==> src/rtl/ps2_pkg.sv <==
// ps2_pkg: shared PS/2 constants, event word and formatter byte-sequence helpers
package ps2_pkg;
  localparam logic [7:0] PS2_EXT  = 8'hE0;
  localparam logic [7:0] PS2_BRK  = 8'hF0;
  localparam logic [7:0] ASCII_CR = 8'h0D;
  localparam logic [7:0] ASCII_LF = 8'h0A;
  typedef struct packed {
    logic       brk;
    logic       ext;
    logic [7:0] code;
  } event_t;
  typedef enum logic [1:0] {IDLE, LOAD, SEND} fmt_state_t;
  function automatic logic [7:0] hex_ascii(input logic [3:0] n);
    return n < 4'd10 ? {4'h3, n} : 8'h37 + {4'h0, n};
  endfunction
  function automatic logic [3:0] seq_len(input event_t e, input logic raw);
    return raw ? 4'd1 + {3'b0, e.ext} + {3'b0, e.brk}
               : 4'd4 + {2'b0, e.ext, 1'b0} + {2'b0, e.brk, 1'b0};
  endfunction
  // Prefix text pairs sit on even indices, so i[0] picks letter vs '0'.
  function automatic logic [7:0] seq_byte(input event_t e, input logic [2:0] i, input logic raw);
    logic [2:0] p;
    logic [2:0] j;
    p = raw ? {2'b0, e.ext} + {2'b0, e.brk} : {1'b0, e.ext, 1'b0} + {1'b0, e.brk, 1'b0};
    j = i - p;
    if (raw)
      return i < p ? ((e.ext && i == 3'd0) ? PS2_EXT : PS2_BRK) : e.code;
    if (i < p)
      return i[0] ? 8'h30 : ((e.ext && i < 3'd2) ? 8'h45 : 8'h46);
    return j == 3'd0 ? hex_ascii(e.code[7:4]) :
           j == 3'd1 ? hex_ascii(e.code[3:0]) :
           j == 3'd2 ? ASCII_CR : ASCII_LF;
  endfunction
endpackage

==> src/rtl/event_fifo.sv <==
// event_fifo: synchronous FIFO with extra-bit pointers for full/empty distinction
module event_fifo #(
  parameter int WIDTH = 10,
  parameter int DEPTH = 8
) (
  input  logic                     clk,
  input  logic                     rst_n,
  input  logic                     push,
  input  logic                     pop,
  input  logic [WIDTH-1:0]         din,
  output logic [WIDTH-1:0]         dout,
  output logic                     full,
  output logic                     empty,
  output logic [$clog2(DEPTH):0]   level
);
  localparam int AW = $clog2(DEPTH);
  logic [WIDTH-1:0] mem [DEPTH];
  logic [AW:0] wr, rd;
  logic wr_en, rd_en;
  assign level = wr - rd;
  assign full  = level == (AW+1)'(DEPTH);
  assign empty = wr == rd;
  assign rd_en = pop && !empty;
  assign wr_en = push && (!full || rd_en);
  assign dout  = mem[rd[AW-1:0]];
  always_ff @(posedge clk or negedge rst_n)
    if (!rst_n) begin
      wr <= '0;
      rd <= '0;
    end else begin
      if (wr_en) wr <= wr + 1'b1;
      if (rd_en) rd <= rd + 1'b1;
    end
  always_ff @(posedge clk)
    if (wr_en) mem[wr[AW-1:0]] <= din;
endmodule

==> src/rtl/ps2_key_event_bridge.sv <==
// ps2_key_event_bridge: PS/2 byte stream to make/break events, queued and serialised to a byte transmitter
module ps2_key_event_bridge
  import ps2_pkg::*;
#(
  parameter int DEPTH         = 8,
  parameter int MODE          = 0,
  parameter int REPEAT_FILTER = 1
) (
  input  logic                   clk,
  input  logic                   rst_n,
  input  logic [7:0]             rx_byte,
  input  logic                   rx_valid,
  output logic [7:0]             tx_byte,
  output logic                   tx_valid,
  input  logic                   tx_ready,
  output logic [$clog2(DEPTH):0] fifo_level,
  output logic                   overflow
);
  logic ext_q, brk_q, held_v, is_pfx, dup, push, pop, full, empty, last;
  logic [8:0] held;
  logic [2:0] idx;
  event_t ev, cur, fifo_dout;
  fmt_state_t state, state_n;
  assign is_pfx = rx_byte == PS2_EXT || rx_byte == PS2_BRK;
  assign ev     = {brk_q, ext_q, rx_byte};
  assign dup    = REPEAT_FILTER != 0 && !ev.brk && held_v && held == {ev.ext, ev.code};
  assign push   = rx_valid && !is_pfx && !dup;
  always_ff @(posedge clk or negedge rst_n)
    if (!rst_n) begin
      ext_q    <= 1'b0;
      brk_q    <= 1'b0;
      held_v   <= 1'b0;
      held     <= '0;
      overflow <= 1'b0;
    end else begin
      if (rx_valid) begin
        ext_q <= (rx_byte == PS2_EXT) | (ext_q & is_pfx);
        brk_q <= (rx_byte == PS2_BRK) | (brk_q & is_pfx);
      end
      if (push && !ev.brk) begin
        held_v <= 1'b1;
        held   <= {ev.ext, ev.code};
      end else if (push && held == {ev.ext, ev.code}) begin
        held_v <= 1'b0;
      end
      if (push && full && !pop) overflow <= 1'b1;
    end
  event_fifo #(.WIDTH(10), .DEPTH(DEPTH)) u_fifo (
    .clk   (clk),
    .rst_n (rst_n),
    .push  (push),
    .pop   (pop),
    .din   (ev),
    .dout  (fifo_dout),
    .full  (full),
    .empty (empty),
    .level (fifo_level)
  );
  always_comb begin
    pop      = state == LOAD;
    tx_valid = state == SEND;
    tx_byte  = tx_valid ? seq_byte(cur, idx, MODE != 0) : 8'h00;
    last     = {1'b0, idx} == seq_len(cur, MODE != 0) - 4'd1;
    state_n  = state == IDLE ? (empty ? IDLE : LOAD) :
               state == LOAD ? SEND :
               (tx_ready && last) ? IDLE : SEND;
  end
  always_ff @(posedge clk or negedge rst_n)
    if (!rst_n) begin
      state <= IDLE;
      cur   <= '0;
      idx   <= '0;
    end else begin
      state <= state_n;
      if (state == LOAD) begin
        cur <= fifo_dout;
        idx <= '0;
      end else if (state == SEND && tx_ready) begin
        idx <= idx + 3'd1;
      end
    end
endmodule
==> config.mk <==
export PLATFORM = sky130hd
export DESIGN_NAME = ps2_key_event_bridge
export DESIGN_NICKNAME = d
export VERILOG_FILES = /design/src/rtl/ps2_pkg.sv /design/src/rtl/event_fifo.sv /design/src/rtl/ps2_key_event_bridge.sv
export SDC_FILE = /design/constraint.sdc
export NUM_CORES = 1
export LEC_CHECK = 0
export CORE_ASPECT_RATIO = 0.6
export CORE_MARGIN = 8
export CORE_UTILIZATION = 50
export CTS_BUF_LIST = sky130_fd_sc_hd__clkbuf_16
export CTS_CLUSTER_SIZE = 10
export DETAILED_ROUTE_END_ITERATION = 8
export DONT_BUFFER_PORTS = 1
export GPL_TIMING_DRIVEN = 0
export PLACE_DENSITY_LB_ADDON = 0.1
export SYNTH_ARGS = -nofsm -noshare
export SYNTH_HDL_FRONTEND = slang
export SYNTH_HIERARCHICAL = 1
export SYNTH_SLANG_ARGS = --single-unit
==> constraint.sdc <==
create_clock -name clk -period 7.6 [get_ports clk]
set_input_delay 1.52 -clock clk [delete_from_list [all_inputs] [get_ports clk]]
set_output_delay 1.52 -clock clk [all_outputs]
set_load 0.01 [all_outputs]
### After elaboration in Yosys (flattened, before gate mapping)

Memory sizes are Yosys's and may differ from the RTL's. A register that Yosys moved wholly into a read port is not among the register bits.
Cells that the tools add are included.
W data, S select, Z words.

* add/sub/neg operators: 11
* $lt $le $gt $ge: 4
* eq/ne operators: 10
* multiplexer cells: 21
* bitwise logic cells: 4
* reductions and logical operators: 26

Operators with widths (count)
* $mux W7: 5
* $mux W8: 3
* $eq A8 B8 Y1 const B: 2
* $add A6 B4 Y7 const A: 2
* $logic_and A1 B1 Y1: 13
* $eq A9 B9 Y1: 1
* $mux W3: 3
* $add A4 B1 Y4 const B: 2
* $lt A4 B4 Y1 const B: 2
* $mux W2: 4
* $logic_not A1 Y1: 7
* $mux W1: 6
* $add A3 B2 Y4 const A: 1
* $add A4 B2 Y4: 1
* $eq A3 B4 Y1: 1
* $eq A4 B4 Y1: 1
* $eq A4 B4 Y1 const B: 1
* $reduce_bool A2 Y1: 2
* $sub A4 B1 Y4 const B: 1
* $sub A4 B4 Y4: 1
* $add A2 B2 Y3: 1
* $add A3 B1 Y3 const B: 1
* $eq A3 B1 Y1 const B: 1
* $eq A3 B2 Y1 const B: 1
* 10 further kinds: 13

* flip-flop bits (word level): 26
* bits in writable memories: 80
* memories kept: 1

Memories
* u_fifo.mem: depth 8, bits a word 10, read ports 1, clocked after Yosys merged registers in 1, write ports 1, RTL line event_fifo.sv:17 `logic [WIDTH-1:0] mem [DEPTH];`

### Logic depth before layout (Yosys ltp)

* depth after elaboration: 8
* gate-level depth with buffers: 10
* depth with buffers taken out: 10

### Cells and area by module

The synthesis kept the hierarchy.

Modules (own cells, without submodules)
* event_fifo: instances 1, cells an instance 195, area an instance 3554.7 um2, seq. area each 2602.5 um2
* ps2_key_event_bridge: instances 1, cells an instance 180, area an instance 1776.7 um2, seq. area each 700.7 um2

### Worst setup path after synthesis

OpenSTA, ideal clock, no wires.

* path type: register -> output
* from: register, netlist name cur[8]
* to: output tx_byte[1]
* arrival time: 2336 ps
* required time: 6080 ps
* path slack: 3744 ps
* stages on the path, launching flop included: 9
* path buffers: 0
* path through: dfrtp_1 > inv_1 > ha_1 > ha_1 > inv_1 > fa_1 > nand2b_1 > o21ai_0 > a2111oi_0

* word-level cells in the longest chain between the ends: 8

RTL lines
* $add A2 B2 Y3: RTL line ps2_pkg.sv:24 `p = raw ? {2'b0, e.ext} + {2'b0, e.brk} : {1'b0, e.ext, 1'b0} + {1'b0, e.brk, 1'b0};`
* $sub A3 B3 Y3: RTL line ps2_pkg.sv:25 `j = i - p;`
* $eq A3 B2 Y1: RTL line ps2_pkg.sv:32 `j == 3'd2 ? ASCII_CR : ASCII_LF;`
* $mux W3: RTL line ps2_pkg.sv:32
* $mux W7: RTL line ps2_pkg.sv:31 `j == 3'd1 ? hex_ascii(e.code[3:0]) :`
* $mux W7: RTL line ps2_pkg.sv:30 `return j == 3'd0 ? hex_ascii(e.code[7:4]) :`
* $mux W8 *: RTL line ps2_pkg.sv:30
* $mux W8 *: RTL line ps2_key_event_bridge.sv:62 `tx_byte = tx_valid ? seq_byte(cur, idx, MODE != 0) : 8'h00;`
* end, declared: RTL line ps2_key_event_bridge.sv:13 `output logic [7:0] tx_byte,`

Every way passes the cells marked *; elsewhere a longest branch is shown, timed or not. The select of a mux whose other input is x is not followed.

### Worst setup path in the final report

* from: register, netlist name cur[8]
* to: output tx_byte[1]

* word-level cells in the longest chain between the ends: 8

RTL lines (RTL line)
* $add A2 B2 Y3: ps2_pkg.sv:24
* $sub A3 B3 Y3: ps2_pkg.sv:25
* $eq A3 B2 Y1: ps2_pkg.sv:32
* $mux W3: ps2_pkg.sv:32
* $mux W7: ps2_pkg.sv:31
* $mux W7: ps2_pkg.sv:30
* $mux W8 *: ps2_pkg.sv:30
* $mux W8 *: ps2_key_event_bridge.sv:62

Marked as above.

==> results.yml <==
outcome:
  status: "finished clean"
place:
  gp_congestion: 0.897
  dp_worst_setup_slack_ns: 3.47
  dpl.hpwl_um: 7580
  place_area_mm2: 0.00555
  dpl.cell_count: 517
  port_buffers: 0
sta:
  relSlewSlack_pct: 19.8
  min_period_ns: 4.53
  timing.hold.ws_ns: 0.482
  report.final.slew_viol_count: 0
  fin_skew_ns: 0.00648
  tightest_slew_ns: 1.20
  finalHoldViolCount: 0
  period_share_pct: 59.6
  setup_ws_ns: 3.07
  setup_viol: 0
  grt_setup_unrepaired: "no"
  clock.fmax_mhz: 221
  tns_ns: 0
cts:
  post_cts_resized: 0
  clk-insertion-delay-late_ns: 0.41
  cts_root_buf: "clkbuf_16"
  cts_max_level: 4
  clk_pin_slew_ns: 0.05
  cts_setup_buffers: 0
  cts_buffers: 17
  cts_hold_buf: 0
  cts_tree: "yes"
  max-clock-path-buffers: 2
  clock-sinks: 116
power_and_ir_drop:
  vdd_drop_max_mv: 0.272
  p_per_area_mw_per_mm2: 432
  power_mw: 2.66
  p_leak_nw: 2.30
route:
  drt-met1-wl_um: 5630
  antenna_left: 0
  wire_per_inst_um: 20.3
  drtIter0Drc: 293
  drtPass1Iterations: 4
  drc: 0
  vias_per_cell: 5.60
  top_layer: "met4"
  route.met3.wl_um: 620
  wl_met2_um: 4750
  routed_wirelength_um: 11200
  via_count: 3073
min_path:
  hold_path_class: "reg2reg"
grt:
  grt_start_max_net_pins: 37
  grtUsageTotal_pct: 17.4
  grt-ovfl-total: 0
  antenna_found_initial: 0
  first_global_vias: 3170
  grt_first_pass_wirelength_um: 18000
logic_synthesis:
  synth_cell_types: 55
  synth_area_mm2: 0.00533
  synthFlopType: "edfxtp_1"
  synth_top_area_share_pct: 45.1
  async_flop_share_pct: 31.0
  seq_area_frac_synth_pct: 62.0
  syn-instance-count: 375
  ys_top_cells_by_area: "edfxtp_1, dfrtp_1, mux4_2, nand2_1, ha_1"
  synth-edff-count: 80
  synth_top_area_cell: "edfxtp_1"
  syn_area_per_cell_um2: 14.2
  ys_ff_latch: 116
  syn-num-nets: 400
  ys_warn_count: 6
die:
  io_pins: 26
  rows: 29
  dieArea_mm2: 0.0143
  core_mm2: 0.0105
  start_util_pct: 50.8
  die_h_um: 96.0
  die_w_um: 149
final_layout:
  drive_gt1_share_pct: 20.0
  finalNonFillerCells: 549
  fin_util_pct: 58.6
  post-route-cell-area_mm2: 0.00614
  diodes: 0
  area_growth_syn_to_layout_pct: 15.2
  final_nets: 422
setup_path:
  arrival_ns: 3.01
  critPathRequiredTime_ns: 6.08
  path_max_fanout: 5
  cp-start-kind: "register"
  end_kind: "primary output"
  crit_type: "reg2out"
job:
  maxCapViolations: 0
-- synthesized netlist by cell type (2+ instances only) --
cell / instances
xor2_1: 13
o21ai_1: 6
fa_1: 2
xnor2_1: 8
nand3_1: 6
ha_1: 11
nor2_1: 17
dfrtp_1: 36
nand2b_1: 3
a31oi_1: 3
nand4_1: 3
a22o_1: 2
mux2_2: 3
edfxtp_1: 80
clkbuf_1: 7
mux4_2: 20
o41ai_4: 2
o21ai_0: 11
a21oi_1: 14
mux2_4: 9
o21a_1: 3
nor4b_1: 3
nor3_1: 7
nor2b_1: 2
buf_2: 2
nand2_1: 51
inv_1: 23
-- per-layer routing --
| metal | vias to the layer above | track usage [%] |
|---|---|---|
| li1 | 1435 | - |
| met1 | 1552 | 25.2 |
| met2 | 69 | 24.6 |
| met3 | 17 | 4.60 |
| met4 | 0 | 6.52 |
| met5 | - | 0 |
-- worst max-delay path, cell delays in order (launching register included) --
cell and delay [ns]:
dfrtp_1 0.34, inv_1 0.07, ha_1 0.31, ha_1 0.15
inv_1 0.05, fa_1 0.57, nand2b_1 0.19, o21ai_0 0.13
a2111oi_0 0.79
-- state kept, by name, summed over array words and instances (netlist names) --
register,cells
brk_q,1
cur,10
ext_q,1
held,9
held_v,1
idx,3
overflow,1
state,2
u_fifo/mem,80
u_fifo/rd,4
u_fifo/wr,4
-- cell usage in the layout, fill, tap and decap left out, types with 2 or more instances in the layout --
cell type	instances
edfxtp_1	80
nand2_1	51
dfrtp_1	36
inv_1	25
mux4_2	20
nor2_1	17
clkbuf_16	17
a21oi_1	14
xor2_1	13
o21ai_0	11
ha_1	11
mux2_4	9
xnor2_1	8
clkbuf_1	7
o21ai_1	6
nand3_1	6
clkinvlp_4	5
nor3_1	4
nor3_2	4
nand2b_1	3
o21a_1	3
nand4_1	3
nor4b_1	3
a31oi_1	3
mux2_2	3
clkinv_2	3
bufinv_16	3
nor2b_1	2
o41ai_4	2
a22o_1	2
fa_1	2
buf_4	2
clkinv_4	2
buf_2	2
buf_6	2
-- power by group --
part,switching (mW),leakage [nW],internal [mW]
clock network,0.277,0.283,0.510
registers,0.0973,1.16,0.817
logic,0.568,0.853,0.386
-- final cells by class --
cell class | instances | area [um^2]
plain buffers | 11 | 47.5
clock buffers | 17 | 425
clock inverters | 15 | 168
fillers | 819 | 4340
inverters | 24 | 90.1
multi-input cells | 224 | 1910
flip-flops and latches | 116 | 3300
well taps | 139 | 174
repair buffers | 3 | 30.0
-- worst paths after layout --
path,depth (start not counted),slack [ns],start,endpoint
setup / recovery,8,3.07,cur[8]$_DFFE_PN0P_,tx_byte[1]
hold / removal,1,0.48,u_fifo/wr[3]$_DFFE_PN0P_,u_fifo/wr[3]$_DFFE_PN0P_
setup reg to reg,8,3.69,u_fifo/rd[1]$_DFFE_PN0P_,u_fifo/mem[6][7]$_DFFE_PP_
hold reg to reg,1,0.48,u_fifo/wr[3]$_DFFE_PN0P_,u_fifo/wr[3]$_DFFE_PN0P_
max in group asynchronous,0,6.70,rst_n,held[7]$_DFFE_PN0P_
min in group asynchronous,0,0.80,rst_n,cur[3]$_DFFE_PN0P_
-- kinds of logic (layout without fill, tap and decap cells) --
group                    Yosys count  in the layout  share of synthesized area [%]
other                              1              1                         0.0703
AND/OR/NAND/NOR                  106            106                           10.3
AO/OA/AOI/OAI                     49             49                           6.29
flip-flops                       116            116                           62.0
buffers and inverters             35             70                           2.58
XOR/XNOR                          21             21                           3.45
adder cells (fa/ha/maj)           13             13                           3.33
multiplexers                      34             34                           12.0
No activity file was read; power rests on OpenSTA's default activity.
